**src/rtl/cgra_pkg.sv**
```systemverilog
// Shared CGRA types: data tokens, predicate tokens and tile configuration words.
package cgra_pkg;

    localparam int DATA_W = 34;

    // Channel token: 32-bit payload plus the predicate and bypass flags.
    typedef struct packed {
        logic [31:0] payload;
        logic        predicate;
        logic        bypass;
    } CGRAData_32_1_1;

    // Predicate-only token.
    typedef struct packed {
        logic payload;
        logic predicate;
    } CGRAData_1_1;

    // Tile configuration word: 6-bit opcode, predicate flag, 4 FU input selects,
    // 6 crossbar output routes and 8 routing-predicate enables.
    typedef struct packed {
        logic [5:0]      ctrl;
        logic            predicate;
        logic [3:0][2:0] fu_in;
        logic [5:0][2:0] outport;
        logic [7:0]      routing_predicate_in;
    } CGRAConfig_6_4_6_8;

endpackage

```
**src/rtl/normal_queue_2.sv**
```systemverilog
// Two-entry registered FIFO with en/rdy on both sides and an occupancy output.
// No bypass: a token is visible at the head one cycle after it is written.
module normal_queue_2
    import cgra_pkg::*;
(
    input  logic              clk,
    input  logic              rst,
    input  logic              i_enq_en,
    input  logic [DATA_W-1:0] i_enq_msg,
    output logic              o_enq_rdy,
    output logic              o_deq_en,
    input  logic              i_deq_rdy,
    output logic [DATA_W-1:0] o_deq_msg,
    output logic [1:0]        o_count
);

    logic [DATA_W-1:0] r_entry [2];
    logic              r_head;
    logic              r_tail;
    logic [1:0]        r_count;

    logic              w_enq;
    logic              w_deq;
    logic [1:0]        w_count_next;

    // Handshake decode; readiness depends only on stored occupancy.
    always_comb begin
        o_enq_rdy    = (r_count < 2'd2);
        o_deq_en     = i_deq_rdy & (r_count != 2'd0);
        w_enq        = i_enq_en & o_enq_rdy;
        w_deq        = o_deq_en;
        w_count_next = r_count + {1'b0, w_enq} - {1'b0, w_deq};
        o_deq_msg    = r_entry[r_head];
        o_count      = r_count;
    end

    // Storage, pointer and occupancy update; an enqueue while full is dropped.
    always_ff @(posedge clk or posedge rst) begin
        if (rst) begin
            r_entry[0] <= '0;
            r_entry[1] <= '0;
            r_head     <= 1'b0;
            r_tail     <= 1'b0;
            r_count    <= 2'd0;
        end else begin
            if (w_enq) begin
                r_entry[r_tail] <= i_enq_msg;
                r_tail          <= ~r_tail;
            end
            if (w_deq) begin
                r_head <= ~r_head;
            end
            r_count <= w_count_next;
        end
    end

endmodule

```
**src/rtl/channel_cgra_data_32_1_1_latency_1.sv**
```systemverilog
// Single-hop CGRA channel: one-cycle registered hop built on a 2-entry FIFO.
// Handshake outputs and the data bus are forced low while reset is held.
module channel_cgra_data_32_1_1_latency_1
    import cgra_pkg::*;
(
    input  logic              clk,
    input  logic              reset,
    input  logic              recv__en,
    input  logic [DATA_W-1:0] recv__msg,
    output logic              recv__rdy,
    output logic              send__en,
    output logic [DATA_W-1:0] send__msg,
    input  logic              send__rdy,
    output logic [1:0]        count
);

    logic              w_enq_rdy;
    logic              w_deq_en;
    logic [DATA_W-1:0] w_deq_msg;
    logic [1:0]        w_count;

    normal_queue_2 u_queue (
        .clk       (clk),
        .rst       (reset),
        .i_enq_en  (recv__en),
        .i_enq_msg (recv__msg),
        .o_enq_rdy (w_enq_rdy),
        .o_deq_en  (w_deq_en),
        .i_deq_rdy (send__rdy),
        .o_deq_msg (w_deq_msg),
        .o_count   (w_count)
    );

    // Reset gating of the externally visible handshake and data.
    always_comb begin
        recv__rdy = w_enq_rdy & ~reset;
        send__en  = w_deq_en & ~reset;
        send__msg = reset ? '0 : w_deq_msg;
        count     = w_count;
    end

endmodule

```
**config.mk**
```make
export PLATFORM = sky130hd
export DESIGN_NAME = channel_cgra_data_32_1_1_latency_1
export DESIGN_NICKNAME = d
export VERILOG_FILES = /design/src/rtl/cgra_pkg.sv /design/src/rtl/normal_queue_2.sv /design/src/rtl/channel_cgra_data_32_1_1_latency_1.sv
export SDC_FILE = /design/constraint.sdc
export NUM_CORES = 1
export LEC_CHECK = 0
export BUFFER_PORTS_ARGS = -buffer_cell sky130_fd_sc_hd__buf_2
export CAP_MARGIN = 20
export CORE_ASPECT_RATIO = 0.5
export CORE_MARGIN = 2
export CORE_UTILIZATION = 48
export DETAILED_ROUTE_END_ITERATION = 8
export PLACE_DENSITY = 0.72
export SYNTH_ARGS = -nofsm -noshare
export SYNTH_HDL_FRONTEND = slang
export SYNTH_SLANG_ARGS = --single-unit
```
**constraint.sdc**
```tcl
create_clock -name clk -period 8.09 [get_ports clk]
set_clock_uncertainty 0.1 [all_clocks]
set_input_delay 1.618 -clock clk [delete_from_list [all_inputs] [get_ports clk]]
set_output_delay 1.618 -clock clk [all_outputs]
set_load 0.03 [all_outputs]
```
==> impl_metrics.ini, run 1 <==
[cells_and_area]
layout.nets = 352
syn_to_final_growth_pct = 22.1
n_antenna_cell = 0
design_area_sq_um = 3980
drive_above_1_share_pct = 50.8

[yosys]
synth_area_sq_um = 3260
synth-seq-area-share_pct = 55.3
synthTopCellsByArea = dfrtp_1, mux2_2, mux2i_1
yosys_warnings = 0
syn_inst = 238
synth.avg_cell_area_sq_um = 13.7
syn-num-nets = 278
ys_seq_elements = 72
synth_top_area_cell = dfrtp_1
synth_cell_types = 17
synth.top_cell.area_share_pct = 55.3

[pwr]
power.total_mw = 1.76
power_frac_comb_pct = 39.0
power_per_cell_area_nw_per_um2 = 442
swShare_pct = 35.5
clkPwrFrac_pct = 21.8
seq_power_share_pct = 39.3
vdd_drop_max_mv = 0.200
cellLeakagePower_nw = 1.96
p_int_mw = 1.13
p_switching_mw = 0.625

[setup_path]
crit_top_cell = buf_2
path_max_fanout = 37
max_stage_delay_ps = 540
critPathLaunchType = input pin
crit_type = in2out
path_cells = buf_2 -> nor2_1 -> buf_2
worstSetupEndpointType = primary output
slowest_stage = buf_2
crit_required_ps = 6370
worstPathArrival_ps = 2510

[detailed_routing]
via_count = 2039
postRouteAntennaNets = 0
drt_iter0_drc = 102
drtPass1Iterations = 4
post_drt_via_cell_ratio = 4.99
totalWireLength_um = 5890
drc = 0
wl_per_cell_um = 14.4

[floorplanning]
pin_count = 76
dieArea_sq_um = 7510
row_count = 21
design.core.area_sq_um = 6620
die_x_um = 121
chipHeight_um = 62.3
start_util_pct = 49.2

[clocking]
hold_buffers = 0
path_clk_slew_ps = 50
cts_setup_buffers = 0
clockBufferDepth = 2
clock-sinks = 72
cts_resized = 0
clock_latency_ps = 320
cts_buffers = 9
htree_num_levels = 3
cts_root_buffer = clkbuf_16
cts_tree = built

[global_route]
grt_pass1_wl_um = 9990
grt_start_max_net_pins = 41
grt_pass1_vias = 2151
grt_overflow = 0
track_usage_pct = 17.2
antenna_found_initial = 0

[sta]
worst_pin_slew_ps = 1100
fmax_ghz = 0.237
finalHoldViolations = 0
setup_viol_count_final = 0
drv_slew = 0
max-slew-margin-rel_pct = 26.8
finalCritPeriodShare_pct = 52.2
tns_ps = 0
min_period_ps = 4230
rsz0062_at_grt = no

[placed_design]
gp_congestion = 0.664
hpwl_um = 3970
place_area_sq_um = 3670
port_buffers = 75

[flow_run]
drv_cap = 0

[outcome]
status = complete, no violations

[worst_hold_path]
min_path_type = reg2reg
cell type report:
type / count / area (sq um)
clock inverter: 2 / 10.0
inverter: 4 / 15.0
fill: 565 / 2640
tap: 92 / 115
sequential: 72 / 1800
multi-input combinational: 148 / 1350
timing repair buffer: 77 / 390
clock buffer: 14 / 294
power by group through the flow:
stage | Combinational, mW | Clock, mW | Sequential, mW
floorplan | 0.594 | 0 | 0.633
global placement | 0.676 | 0 | 0.682
detailed placement | 0.697 | 0 | 0.698
CTS | 0.698 | 0.398 | 0.692
global route | 0.743 | 0.414 | 0.719
finish | 0.685 | 0.383 | 0.691
worst max-delay path: cells and delay by family:
| family | cells | cell delay (ps) |
|---|---|---|
| buffers and inverters | 2 | 750 |
| AND/OR/NAND/NOR | 1 | 130 |
logic make-up after synthesis:
kind of cell	after synthesis	share of synthesized area, %
flops	72	55.3
xor+xnor	4	1.08
compound gates	1	0.153
mux	102	33.9
simple gates	39	5.53
fa+ha+maj	2	0.768
buf+inv	18	3.26
routing by layer:
metal | vias up | track usage (%) | wire length, um
li1 | 971 | - | -
met2 | 42 | 29.5 | 2900
met1 | 1018 | 20.4 | 2670
met4 | 0 | 6.54 | 67
met3 | 8 | 5.51 | 257
met5 | - | 0 | 0
worst paths after layout:
kind / from / endpoint / cells after the start / slack, ps
setup / recovery: reset / send__msg[25] / 3 / 3860
hold / removal: u_queue.r_entry[67]$_DFFE_PP0P_ / u_queue.r_entry[67]$_DFFE_PP0P_ / 1 / 390
setup reg to reg: u_queue.o_count[1]$_DFF_PP0_ / u_queue.r_entry[41]$_DFFE_PP0P_ / 3 / 6050
hold reg to reg: u_queue.r_entry[67]$_DFFE_PP0P_ / u_queue.r_entry[67]$_DFFE_PP0P_ / 1 / 390
max in group asynchronous: reset / u_queue.r_head$_DFFE_PP0P_ / 3 / 5260
min in group asynchronous: reset / u_queue.r_entry[61]$_DFFE_PP0P_ / 2 / 1660
stage by stage:
step           hold slack, ps  instances  setup slack, ps  util, %
6_report                  386        409             3860     60.1
3_3_place_gp              366        393             3860     55.5
5_1_grt                   405        409             3790     60.1
2_1_floorplan             357        238             3930        -
4_1_cts                   389        409             3850     60.1
3_5_place_dp              377        393             3850     55.5
state kept, by name, summed over array words and instances (netlist names):
register,cells
u_queue.o_count,2
u_queue.r_head,1
u_queue.r_entry,68
u_queue.r_tail,1
cells in the mapped netlist:
master    number
inv_1          4
mux2_1         4
mux2i_1       34
xor2_1         1
xnor2_1        3
nor2_1        36
buf_4          3
nand3b_4       1
nor3b_4        1
dfrtp_1       72
ha_1           2
mux2_2        64
o21ai_0        1
clkbuf_1       4
buf_6          3
nor2b_1        1
buf_2          4
placed cells by master, fill, tap and decap left out:
master	synthesis	layout
nor2b_1	1	1
buf_2	4	75
clkinv_2	0	2
o21ai_0	1	1
buf_4	3	2
mux2i_1	34	34
dfrtp_1	72	71
xor2_1	1	1
inv_2	0	1
nand3b_4	1	1
dfrtp_2	0	1
clkbuf_8	0	5
mux2_1	4	4
ha_1	2	2
xnor2_1	3	3
mux2_2	64	64
inv_1	4	3
clkbuf_16	0	9
nor3b_4	1	1
nor2_1	36	36
Note: power is estimated with default switching activity, not from simulation.
==> inputs of run 2 (changes only) <==
ABC_AREA = 1   (was not set)
clock period = 4.15 ns   (was 8.09 ns; I/O delays follow)
==> run 2 against run 1 <==
Net effect:
- global-route usage up 5.7 points
- design area up 6.4%
- die area up 10%
- utilization down 2.1 points
- routed wire length up 50%
- critical path depth up 3
- critical path type unchanged
- critical endpoint is now send__msg[7]
- largest cell class unchanged
==> impl_metrics.ini, run 2 <==
[clocking]
clock_latency_ps = 340
cts_resized = 0
htree_num_levels = 3
path_clk_slew_ps = 60
cts_setup_buffers = 0
hold_buffers = 0
cts_tree = built
cts_root_buffer = clkbuf_16
clockBufferDepth = 2
clock-sinks = 72
cts_buffers = 9

[floorplanning]
start_util_pct = 49.5
pin_count = 76
chipHeight_um = 65.3
row_count = 22
design.core.area_sq_um = 7290
dieArea_sq_um = 8270
die_x_um = 127

[worst_hold_path]
worstHoldStart = u_queue.r_entry[54]$_DFFE_PP0P_
min_path_type = reg2reg

[outcome]
status = complete, no violations

[sta]
rsz0062_at_grt = no
fmax_ghz = 0.345
worst_pin_slew_ps = 750
drv_slew = 0
tns_ps = 0
setup_viol_count_final = 0
worst_hold_slack_ps = 365
max-slew-margin-rel_pct = 50.0
finalHoldViolations = 0
finalCritPeriodShare_pct = 69.8
min_period_ps = 2900
setup_ws_ps = 1250

[yosys]
synth_most_common_cell = nand2_1
synth_area_sq_um = 3610
syn_inst = 446
syn-num-nets = 486
netlist_top_cells_count = nand2_1, dfrtp_1, nor2_1
synth_cell_types = 17
synth.avg_cell_area_sq_um = 8.09
synth-seq-area-share_pct = 49.9
synth_top_area_cell = dfrtp_1
synth.top_cell.area_share_pct = 49.9
ys.flop_type = dfrtp_1
yosys_warnings = 0
ys_seq_elements = 72
synthArstFlopShare_pct = 100
synthTopCellsByArea = dfrtp_1, nand2_1, nand4_1
synth-edff-count = 0

[placed_design]
hpwl_um = 5000
gp_congestion = 0.732
dp_slack_ps = 1230
place_area_sq_um = 3910
port_buffers = 75

[detailed_routing]
totalWireLength_um = 8840
drt_iter0_drc = 299
drc = 0
drtPass1Iterations = 4
via_count = 3258
post_drt_via_cell_ratio = 5.43
postRouteAntennaNets = 0
wl_per_cell_um = 14.7

[pwr]
clkPwrFrac_pct = 22.9
swShare_pct = 44.4
p_int_mw = 1.99
power_frac_comb_pct = 43.1
cellLeakagePower_nw = 2.30
seq_power_share_pct = 34.0
power_per_cell_area_nw_per_um2 = 845
vdd_drop_max_mv = 0.349
p_switching_mw = 1.59

[global_route]
grt_pass1_vias = 3039
grt_pass1_wl_um = 14800
antenna_found_initial = 0
grt_start_max_net_pins = 74
track_usage_pct = 22.9
grt_overflow = 0

[cells_and_area]
final_cell_mix = nand2_1, buf_2, dfrtp_1
design_area_sq_um = 4230
n_antenna_cell = 0
top_register = u_queue.r_entry
layout.nets = 539
finalCoreUtilization_pct = 58.0
drive_above_1_share_pct = 21.8
syn_to_final_growth_pct = 17.3
largest_register_ffs = 68
final_common_cell = nand2_1

[setup_path]
r2r_start = u_queue.o_count[1]$_DFF_PP0_
worstPathArrival_ps = 1970
path_max_fanout = 46
crit_required_ps = 3220
crit_type = in2out
worstSetupEndpointType = primary output
critPathLaunchType = input pin
critPathLaunch = reset

[flow_run]
drv_cap = 0
==> run 2: cell families after synthesis <==
family	count (synthesis)	share of synthesized area (%)
DFF	72	49.9
AOI/OAI and AO/OA	34	4.72
adders and majority gates	2	0.694
and+or+nand+nor	290	36.4
buffers and inverters	48	8.29
==> run 2: final cells by class <==
cell class | count | area (sq um)
Clock inverter | 2 | 35.0
Clock buffer | 14 | 284
Fill cell | 670 | 3060
Multi-Input combinational cell | 326 | 1510
Tap cell | 96 | 120
Timing Repair Buffer | 80 | 438
Sequential cell | 72 | 1800
Inverter | 10 | 46.3
==> run 2: metrics by stage <==
| stage | power, mW | instances |
|---|---|---|
| 2_1_floorplan | 2.43 | 446 |
| 3_3_place_gp | 2.74 | 584 |
| 3_5_place_dp | 2.77 | 584 |
| 4_1_cts | 3.60 | 600 |
| 5_1_grt | 3.85 | 600 |
| 6_report | 3.57 | 600 |
==> run 2: per-layer routing <==
layer	GRT usage [%]	part of all wire [%]	up-vias
met5	0	0	-
met4	6.46	1.5	0
met3	8.22	6.3	12
met2	36.8	46	96
met1	29.7	46	1565
li1	-	-	1585
==> run 2: critical path, stage by stage <==
cell and delay [ps]:
buf_2 120, clkinv_2 290, buf_12 290, o21ai_0 120, nor2_1 110, buf_2 200
==> run 2: worst paths after layout <==
check	to	slack, ps	cells past startpoint
max	send__msg[7]	1250	6
min	u_queue.r_entry[54]$_DFFE_PP0P_	360	2
max reg2reg	u_queue.o_count[1]$_DFF_PP0_	1920	9
min reg2reg	u_queue.r_entry[54]$_DFFE_PP0P_	360	2
max in group asynchronous	u_queue.r_entry[44]$_DFFE_PP0P_	3040	3
min in group asynchronous	u_queue.r_entry[65]$_DFFE_PP0P_	380	2
==> run 2: power groups by stage <==
stage               sequential (mW)  combinational [mW]  clock, mW
finish                         1.21                1.54      0.819
detailed placement             1.22                1.55          0
global placement               1.21                1.53          0
floorplan                      1.19                1.24          0
global route                   1.26                1.73      0.866
CTS                            1.21                1.55      0.832
==> inputs of run 3 (changes only) <==
ABC_AREA = 0   (was 1)
PLACE_DENSITY = 0.75   (was 0.72)
clock period = 2.3 ns   (was 4.15 ns; I/O delays follow)
==> run 3 against run 2 <==
Net effect:
- register-to-register slack worse by 1400 ps
- utilization up 3.0 points
- design area down 4.5%
==> impl_metrics.ini, run 3 (synthesis results as in run 1) <==
[cells_and_area]
top_register = u_queue.r_entry
n_antenna_cell = 0
final_cell_mix = buf_2, dfrtp_1, mux2_2
layout.nets = 357
syn_to_final_growth_pct = 24.0
final_common_cell = buf_2
drive_above_1_share_pct = 51.6
finalCoreUtilization_pct = 61.1
largest_register_ffs = 68

[sta]
fmax_ghz = 0.464
drv_slew = 0
finalHoldViolations = 0
rsz0062_at_grt = no
tns_ps = 0
setup_viol_count_final = 0
min_period_ps = 2150
worst_pin_slew_ps = 747
max-slew-margin-rel_pct = 50.2
finalCritPeriodShare_pct = 93.7

[worst_hold_path]
worstHoldStart = recv__msg[25]
min_path_type = in2reg
min_to = u_queue.r_entry[25]$_DFFE_PP0P_
hold_path_depth = 2

[setup_path]
worstPathArrival_ps = 1590
crit_type = reg2out
r2r_setup_slack_ps = 530
worstSetupEndpointType = primary output
crit_required_ps = 1740
r2r_start = u_queue.o_count[1]$_DFF_PP0_
rr_endpoint = u_queue.o_count[1]$_DFF_PP0_
critPathLaunchType = flip-flop
path_max_fanout = 12
reg2reg_depth = 7

[pwr]
swShare_pct = 35.6
p_int_mw = 4.06
clkPwrFrac_pct = 22.0
power.total_mw = 6.31
p_switching_mw = 2.25
cellLeakagePower_nw = 1.98
vdd_drop_max_mv = 0.728
power_frac_comb_pct = 40.9
power_per_cell_area_nw_per_um2 = 1560
seq_power_share_pct = 37.1

[floorplanning]
chipHeight_um = 62.3
row_count = 21
dieArea_sq_um = 7510
start_util_pct = 49.2
die_x_um = 121
pin_count = 76
design.core.area_sq_um = 6620

[clocking]
cts_tree = built
hold_buffers = 0
cts_resized = 0
path_clk_slew_ps = 60
cts_root_buffer = clkbuf_16
clock_latency_ps = 320
clock-sinks = 72
cts_buffers = 9
cts_setup_buffers = 0
clockBufferDepth = 2
htree_num_levels = 3

[detailed_routing]
totalWireLength_um = 6120
post_drt_via_cell_ratio = 5.00
drtPass1Iterations = 4
drt_iter0_drc = 48
drc = 0
via_count = 2070
postRouteAntennaNets = 0
wl_per_cell_um = 14.8

[global_route]
antenna_found_initial = 0
grt_pass1_vias = 2208
track_usage_pct = 17.8
grt_pass1_wl_um = 10400
grt_start_max_net_pins = 39
grt_overflow = 0

[outcome]
status = complete, no violations

[placed_design]
gp_congestion = 0.681
hpwl_um = 4170
port_buffers = 75

[flow_run]
drv_cap = 0
## run 3: changes by cell type in the layout (fill, tap and decap cells not counted), sizes merged, moves of 2 or more
cell / change
nand2: -148
mux2: +68
nand4: -68
mux2i: +34
nor2: -34
o21ai: -33
inv: -6
nand3: -4
clkbuf: -3
clkinvlp: +3
xnor2: +3
buf: +2
## run 3: power groups by stage
stage               clock network (mW)  logic (mW)  registers [mW]
floorplan                            0        2.09            2.23
global placement                     0        2.53            2.29
detailed placement                   0        2.60            2.35
CTS                               1.42        2.61            2.33
global route                      1.49        2.79            2.42
finish                            1.39        2.58            2.34
## run 3: how the worst max path moves through the flow
stage	start	endpoint	cells past startpoint
global placement	u_queue.r_head$_DFFE_PP0P_	send__msg[23]	4
CTS	u_queue.r_head$_DFFE_PP0P_	send__msg[27]	4
floorplan	u_queue.o_count[1]$_DFF_PP0_	u_queue.o_count[1]$_DFF_PP0_	7
detailed placement	reset	send__msg[5]	3
finish	u_queue.r_head$_DFFE_PP0P_	send__msg[23]	4
global route	u_queue.r_head$_DFFE_PP0P_	send__msg[23]	4
## run 3: metrics by stage
stage | instances | setup slack, ps | hold WS (ps) | area [sq um]
finish | 414 | 145 | 263 | 4040
global route | 414 | 60.2 | 254 | 4040
CTS | 414 | 5.68 | 255 | 4040
detailed placement | 398 | 327 | 387 | 3730
global placement | 398 | 373 | 366 | 3730
floorplan | 238 | 375 | 357 | 3260
## run 3: layer usage
layer  wire [um]  vias to the layer above  share of wire, %  track usage [%]
li1            -                      983                 -                -
met2        3070                       36                50             30.6
met1        2690                     1045                44             21.5
met5           0                        -                 0                0
met4          41                        0              0.67             3.05
met3         312                        6               5.1             7.44
## run 3: critical path, stage by stage (launching register included)
cell,delay (ps)
dfrtp_4,560
buf_6,230
mux2i_1,200
nor2_1,60
buf_2,210
## run 3: layout make-up
type	instances	area (sq um)
well taps	92	115
inverters	4	18.8
clock inverters	5	55.1
flip-flops and latches	72	1810
clock buffers	11	253
repair buffers	82	444
fillers	537	2580
multi-input cells	148	1350
